==> src/rtl/nmca_pkg.sv <==
// Shared definitions for the requantization datapath: default widths and a
// signed saturation helper used by acc_requant.
package nmca_pkg;

  localparam int ACC_WIDTH   = 40;
  localparam int OUT_WIDTH   = 16;
  localparam int BIAS_WIDTH  = 32;
  localparam int SCALE_WIDTH = 16;
  localparam int SHIFT_WIDTH = 6;

  // Clamp a signed value into the range of a signed field 'width' bits wide.
  function automatic logic signed [63:0] sat_signed(input logic signed [63:0] value,
                                                    input int unsigned width);
    logic signed [63:0] hi;
    logic signed [63:0] lo;
    hi = (64'sd1 <<< (width - 1)) - 64'sd1;
    lo = -(64'sd1 <<< (width - 1));
    if (value > hi) return hi;
    if (value < lo) return lo;
    return value;
  endfunction

endpackage

==> src/rtl/acc_requant_pipe_stage.sv <==
// One pipeline slot: valid bit plus payload, captured when load_i is high.
// The payload only changes for real beats, so it holds its last value across
// bubbles and while stalled.
module pipe_stage
  import nmca_pkg::*;
#(
  parameter int W = 8
) (
  input  logic         clk,
  input  logic         rstn,
  input  logic         load_i,
  input  logic         vld_i,
  input  logic [W-1:0] data_i,
  output logic         vld_o,
  output logic [W-1:0] data_o
);

  logic         vld_q;
  logic [W-1:0] data_q;

  // Take the upstream slot (beat or bubble) whenever this stage is allowed to load.
  always_ff @(posedge clk or negedge rstn) begin
    if (!rstn) begin
      vld_q  <= 1'b0;
      data_q <= '0;
    end else if (load_i) begin
      vld_q <= vld_i;
      if (vld_i) data_q <= data_i;
    end
  end

  assign vld_o  = vld_q;
  assign data_o = data_q;

endmodule

==> src/rtl/acc_requant.sv <==
// acc_requant: bias add, unsigned scale multiply, rounding arithmetic right
// shift and saturation of PE-array accumulator results, as a 3-stage
// valid/ready pipeline with bubble collapsing and a saturation event counter.
// Optional build macro: ACC_REQUANT_RELU_EN clamps negative results to zero
// ahead of saturation (the ReLU clamp never counts as a saturation event).
module acc_requant
  import nmca_pkg::*;
#(
  parameter int ACC_WIDTH   = nmca_pkg::ACC_WIDTH,
  parameter int OUT_WIDTH   = nmca_pkg::OUT_WIDTH,
  parameter int BIAS_WIDTH  = nmca_pkg::BIAS_WIDTH,
  parameter int SCALE_WIDTH = nmca_pkg::SCALE_WIDTH,
  parameter int SHIFT_WIDTH = nmca_pkg::SHIFT_WIDTH,
  parameter int CNT_WIDTH   = 16
) (
  input  logic                          clk,
  input  logic                          rstn,
  input  logic                          in_valid,
  output logic                          in_ready,
  input  logic signed [ACC_WIDTH-1:0]   in_acc,
  input  logic signed [BIAS_WIDTH-1:0]  bias,
  input  logic        [SCALE_WIDTH-1:0] scale,
  input  logic        [SHIFT_WIDTH-1:0] shift,
  output logic                          out_valid,
  input  logic                          out_ready,
  output logic signed [OUT_WIDTH-1:0]   out_data,
  input  logic                          clear_stats,
  output logic        [CNT_WIDTH-1:0]   sat_count
);

  localparam int SUM_W  = ACC_WIDTH + 1;
  localparam int PROD_W = ACC_WIDTH + SCALE_WIDTH + 2;
  localparam int SMAX   = ACC_WIDTH + SCALE_WIDTH;
  localparam int P1_W   = SUM_W + SCALE_WIDTH + SHIFT_WIDTH;
  localparam int P2_W   = PROD_W + SHIFT_WIDTH;
  localparam int P3_W   = OUT_WIDTH + 1;

  // Round half up toward +inf, then arithmetic shift; one guard bit absorbs the carry.
  function automatic logic signed [PROD_W:0] round_shift(input logic signed [PROD_W-1:0] v,
                                                         input logic [SHIFT_WIDTH-1:0] s);
    logic signed [PROD_W:0] ext;
    logic signed [PROD_W:0] half;
    ext  = {v[PROD_W-1], v};
    if (s == '0) return ext;
    half = '0;
    half[s - 1'b1] = 1'b1;
    return (ext + half) >>> s;
  endfunction

  logic vld_p1, vld_p2, vld_p3;
  logic load_p1, load_p2, load_p3;

  // A stage loads when empty or when its occupant moves on this cycle.
  assign load_p3  = !vld_p3 || out_ready;
  assign load_p2  = !vld_p2 || load_p3;
  assign load_p1  = !vld_p1 || load_p2;
  assign in_ready = load_p1;

  // ---- stage 1: exact bias add, scale and shift travel with the beat ----
  logic signed [SUM_W-1:0]       sum_d;
  logic        [P1_W-1:0]        pay_p1;
  logic signed [SUM_W-1:0]       sum_p1;
  logic        [SCALE_WIDTH-1:0] scale_p1;
  logic        [SHIFT_WIDTH-1:0] shift_p1;

  assign sum_d = {in_acc[ACC_WIDTH-1], in_acc}
               + {{(SUM_W-BIAS_WIDTH){bias[BIAS_WIDTH-1]}}, bias};

  pipe_stage #(.W(P1_W)) u_stage1 (
    .clk    (clk),
    .rstn   (rstn),
    .load_i (load_p1),
    .vld_i  (in_valid),
    .data_i ({sum_d, scale, shift}),
    .vld_o  (vld_p1),
    .data_o (pay_p1)
  );

  assign {sum_p1, scale_p1, shift_p1} = pay_p1;

  // ---- stage 2: exact product with zero-extended scale ----
  logic signed [PROD_W-1:0]      prod_d;
  logic        [P2_W-1:0]        pay_p2;
  logic signed [PROD_W-1:0]      prod_p2;
  logic        [SHIFT_WIDTH-1:0] shift_p2;

  assign prod_d = $signed({{(PROD_W-SUM_W){sum_p1[SUM_W-1]}}, sum_p1})
                * $signed({{(PROD_W-SCALE_WIDTH){1'b0}}, scale_p1});

  pipe_stage #(.W(P2_W)) u_stage2 (
    .clk    (clk),
    .rstn   (rstn),
    .load_i (load_p2),
    .vld_i  (vld_p1),
    .data_i ({prod_d, shift_p1}),
    .vld_o  (vld_p2),
    .data_o (pay_p2)
  );

  assign {prod_p2, shift_p2} = pay_p2;

  // ---- stage 3: shift clamp, rounding, optional ReLU, saturation ----
  logic        [SHIFT_WIDTH-1:0] shc;
  logic signed [PROD_W:0]        rnd;
  logic signed [63:0]            r64;
  logic signed [63:0]            sat64;
  logic                          sat_d;
  logic signed [OUT_WIDTH-1:0]   q_d;
  logic        [P3_W-1:0]        pay_p3;
  logic                          sat_p3;

  // Requantize the product held in stage 2.
  always_comb begin
    shc = shift_p2;
    if (int'(shift_p2) > SMAX) shc = SHIFT_WIDTH'(SMAX);
    rnd = round_shift(prod_p2, shc);
    r64 = {{(64-PROD_W-1){rnd[PROD_W]}}, rnd};
`ifdef ACC_REQUANT_RELU_EN
    if (r64 < 0) r64 = '0;
`endif
    sat64 = sat_signed(r64, OUT_WIDTH);
    sat_d = (sat64 != r64);
    q_d   = sat64[OUT_WIDTH-1:0];
  end

  pipe_stage #(.W(P3_W)) u_stage3 (
    .clk    (clk),
    .rstn   (rstn),
    .load_i (load_p3),
    .vld_i  (vld_p2),
    .data_i ({sat_d, q_d}),
    .vld_o  (vld_p3),
    .data_o (pay_p3)
  );

  assign sat_p3    = pay_p3[OUT_WIDTH];
  assign out_data  = pay_p3[OUT_WIDTH-1:0];
  assign out_valid = vld_p3;

  // ---- saturation statistics ----
  logic [CNT_WIDTH-1:0] sat_cnt_q, sat_cnt_d;

  // Count saturated results as they leave; stick at all-ones; clear has priority.
  always_comb begin
    sat_cnt_d = sat_cnt_q;
    if (clear_stats) sat_cnt_d = '0;
    else if (out_valid && out_ready && sat_p3 && (sat_cnt_q != '1))
      sat_cnt_d = sat_cnt_q + 1'b1;
  end

  // Counter register.
  always_ff @(posedge clk or negedge rstn) begin
    if (!rstn) sat_cnt_q <= '0;
    else       sat_cnt_q <= sat_cnt_d;
  end

  assign sat_count = sat_cnt_q;

endmodule
==> config.mk <==
export PLATFORM = sky130hd
export DESIGN_NAME = acc_requant
export DESIGN_NICKNAME = d
export VERILOG_FILES = /design/src/rtl/nmca_pkg.sv /design/src/rtl/acc_requant_pipe_stage.sv /design/src/rtl/acc_requant.sv
export SDC_FILE = /design/constraint.sdc
export NUM_CORES = 2
export LEC_CHECK = 0
export CAP_MARGIN = 25
export CELL_PAD_IN_SITES_DETAIL_PLACEMENT = 1
export CELL_PAD_IN_SITES_GLOBAL_PLACEMENT = 1
export CORE_MARGIN = 3
export CORE_UTILIZATION = 45
export CTS_BUF_LIST = sky130_fd_sc_hd__clkbuf_8
export CTS_CLUSTER_SIZE = 16
export DETAILED_ROUTE_END_ITERATION = 8
export MAX_ROUTING_LAYER = met4
export PLACE_DENSITY = 0.81
export SYNTH_ARGS = -nofsm -noshare
export SYNTH_HDL_FRONTEND = slang
export SYNTH_HIERARCHICAL = 1
export SYNTH_SLANG_ARGS = --single-unit
==> constraint.sdc <==
create_clock -name clk -period 17.9 [get_ports clk]
set_clock_uncertainty 0.1 [all_clocks]
set_input_delay 2.685 -clock clk [delete_from_list [all_inputs] [get_ports clk]]
set_output_delay 2.685 -clock clk [all_outputs]
set_load 0.01 [all_outputs]
==> results_dict.tcl <==
set metrics [dict create \
    data_required_critical_path_ns 18.28 \
    fmaxAchievable_mhz 87.44 \
    layout_worst_path_cycle_share_pct 63.89 \
    pre_cts_slack_ns 6.908 \
    setup_viol 0 \
    yosysTopAreaCell "sky130_fd_sc_hd__fa_1" \
    whs_path_depth 1 \
    post_cts_resized 0 \
    grt_overflow 0 \
    netlist_area_sq_um 42220 \
    synth_edf_count 0 \
    cts-hold-fix-buffers 0 \
    yosysWarningCount 6 \
    wl_per_cell_um 28.26 \
    max-cap-violations 0 \
    worst_setup_path_end_kind "flip-flop" \
    post-synth-top-count-cell "sky130_fd_sc_hd__inv_1" \
    share_of_final_layout_standard_cells_stronger_than_drive_strength_1_pct 7.838 \
    first_global_vias 42688 \
    clock_sink_count 163 \
    first_pass_iters 6 \
    critPathKind "reg2reg" \
    die-area_sq_um 97530 \
    syn_to_final_growth_pct 6.396 \
    cts.clk_slew.worst_paths_ns 0.13 \
    rr_worst_depth 32 \
    netlist-cell-type-count 125 \
    finalCoreUtilization_pct 48.63 \
    grt_setup_unrepaired "no" \
    groute.usage.overall_pct 37.34 \
    clock_latency_ns 0.60 \
    netlist_top_cells_count "sky130_fd_sc_hd__inv_1, sky130_fd_sc_hd__nand2_1, sky130_fd_sc_hd__fa_1" \
    critical-path-top-cell-by-count "sky130_fd_sc_hd__nand2_1" \
    holdCritPathClass "reg2reg" \
    run_status "completed" \
    port-buffer-count 132 \
    register_area_sq_um 4084 \
    core_area_sq_um 92360 \
    drt_drc_violations_left 0 \
    netlist_instances 5034 \
    cts_setup_buffers 0 \
    die_height_um 312.3 \
    root_buffer_cell "sky130_fd_sc_hd__clkbuf_8" \
    critical_path.reg2reg.startpoint "u_stage2/data_o[4]" \
    critPathLaunchType "flip-flop" \
    worstPathMaxFanout 39 \
    cts_max_level 4 \
    place_congestion 1.085 \
    io_pins 133 \
    n_fill_cell 11060 \
    most_common_flop_cell_mapped_by_yosys "sky130_fd_sc_hd__dfrtp_1" \
    cts-buffers-inserted 17 \
    total_length_of_routed_wires_mm 177.1 \
    combined_area_of_the_multi_input_logic_cells_sq_um 34320 \
    detail_route.vias_per_cell 6.285 \
    synthArstFlopShare_pct 100.0 \
    setup.worst_path.start "u_stage2/data_o[4]" \
    grt_start_max_net_pins 73 \
    seq_area_frac_synth_pct 9.662 \
    cts_tree "yes" \
    hp-start "u_stage1/data_o[2]" \
    final_hold_viol_count 0 \
    initial_utilization_pct 45.71 \
    dp_hpwl_mm 141.1 \
    synth_top_area_share_pct 29.26 \
    worst_slew_pin_slew_ns 1.159 \
    worst_path_max_delay_cell "sky130_fd_sc_hd__nor3_1" \
    dr.first_iter.drc_count 3380 \
    cts_max_path_buffers 2 \
    max_slew_margin_pct 22.45 \
    final_net_count 5954 \
    ys_top_cells_by_area "sky130_fd_sc_hd__fa_1, sky130_fd_sc_hd__dfrtp_1, sky130_fd_sc_hd__ha_1, sky130_fd_sc_hd__inv_1, sky130_fd_sc_hd__nand2_1" \
    detail-route-antenna-nets 0 \
    antenna_found_initial 7 \
    post_synthesis_net_count 5987 \
    grt_pass1_wl_mm 268.4 \
    timing.final.ws_setup_ns 6.464 \
    delay_of_the_slowest_cell_on_the_worst_path_ns 0.81 \
    yosys_register_bits 163 \
    finalCriticalPeriod_ns 11.44 \
    arrival_time_reported_for_the_critical_path_endpoint_ns 11.81 \
    final_max_slew_viol_count 0 \
    synthesis.area_per_instance_sq_um 8.386 \
    die-width_um 312.3 \
    dr_total_vias 39392 \
    finalSetupTns_ns 0 \
    fp-row-count 111 \
]
flip-flops by register name (all words and copies together), names as in the netlist:
name,count
sat_count,16
u_stage1/data_o,63
u_stage1/vld_o,1
u_stage2/data_o,64
u_stage2/vld_o,1
u_stage3/data_o,17
u_stage3/vld_o,1
area by class of cell:
type | count | area share, %
sequential | 163 | 9.092
antenna | 11 | 0.06128
clock buffer | 17 | 0.5209
tap | 1243 | 3.462
clock inverter | 15 | 0.3482
multi-input combinational | 3904 | 76.42
timing repair buffer | 205 | 4.164
inverter | 710 | 5.933
logic make-up (layout without fill, tap and decap cells):
group           after synthesis  count (layout)  share of synthesized area, %
compound gates             1014            1014                         16.78
xor+xnor                    135             135                         2.863
flops                       163             163                         9.662
other cells                   1              12                      0.008883
buf+inv                     967             947                         9.081
simple gates               1684            1684                         18.91
mux                         216             216                         6.405
fa+ha+maj                   854             854                         36.28
placed cells by master, fill, tap and decap left out, types with 80 or more instances in the layout:
master	n
sky130_fd_sc_hd__clkdlybuf4s50_1	131
sky130_fd_sc_hd__o21ai_0	143
sky130_fd_sc_hd__a21o_1	80
sky130_fd_sc_hd__inv_1	708
sky130_fd_sc_hd__fa_1	617
sky130_fd_sc_hd__and2_1	261
sky130_fd_sc_hd__xnor2_1	97
sky130_fd_sc_hd__nand3_1	84
sky130_fd_sc_hd__nor3_1	84
sky130_fd_sc_hd__ha_1	237
sky130_fd_sc_hd__nand2_1	698
sky130_fd_sc_hd__nor2_1	306
sky130_fd_sc_hd__a21oi_1	232
sky130_fd_sc_hd__mux2_2	97
sky130_fd_sc_hd__dfrtp_1	159
metal layers:
| metal | GRT usage [%] | wire length, um | vias up |
|---|---|---|---|
| met5 | - | 0 | - |
| met4 | 20.48 | 11770 | 0 |
| met3 | 6.724 | 14530 | 553 |
| met2 | 57.53 | 80100 | 1929 |
| met1 | 46.62 | 70730 | 20193 |
| li1 | - | - | 16717 |
path summary, 6_finish.rpt:
path,end,slack (ns)
min,u_stage2/data_o[2],0.40
min in group asynchronous,u_stage2/data_o[61],1.93
max reg2reg,u_stage3/data_o[5],6.46
min reg2reg,u_stage2/data_o[2],0.40
max in group asynchronous,u_stage1/data_o[17],14.51
max,u_stage3/data_o[5],6.46
critical path: cells and delay by family (launching register included):
kind | cells | cell delay, ns
and+or+nand+nor | 14 | 4.10
buffers and inverters | 4 | 1.14
muxes | 2 | 0.62
AOI/OAI and AO/OA | 10 | 3.50
adders and majority gates | 2 | 1.45
DFF | 1 | 0.35
per-stage QoR:
step | cell area [sq um] | instances | hold slack, ns
after floorplan | 42220 | 5034 | 0.3739
after global placement | 44470 | 6219 | 0.3893
after detailed placement | 44490 | 6224 | 0.3931
after CTS | 44880 | 6256 | 0.4085
after global routing | 44910 | 6264 | 0.4091
final | 44920 | 6268 | 0.4005
Power is not shown: default switching activity piles up to over one toggle a cycle in this logic, so the estimate is an artifact.
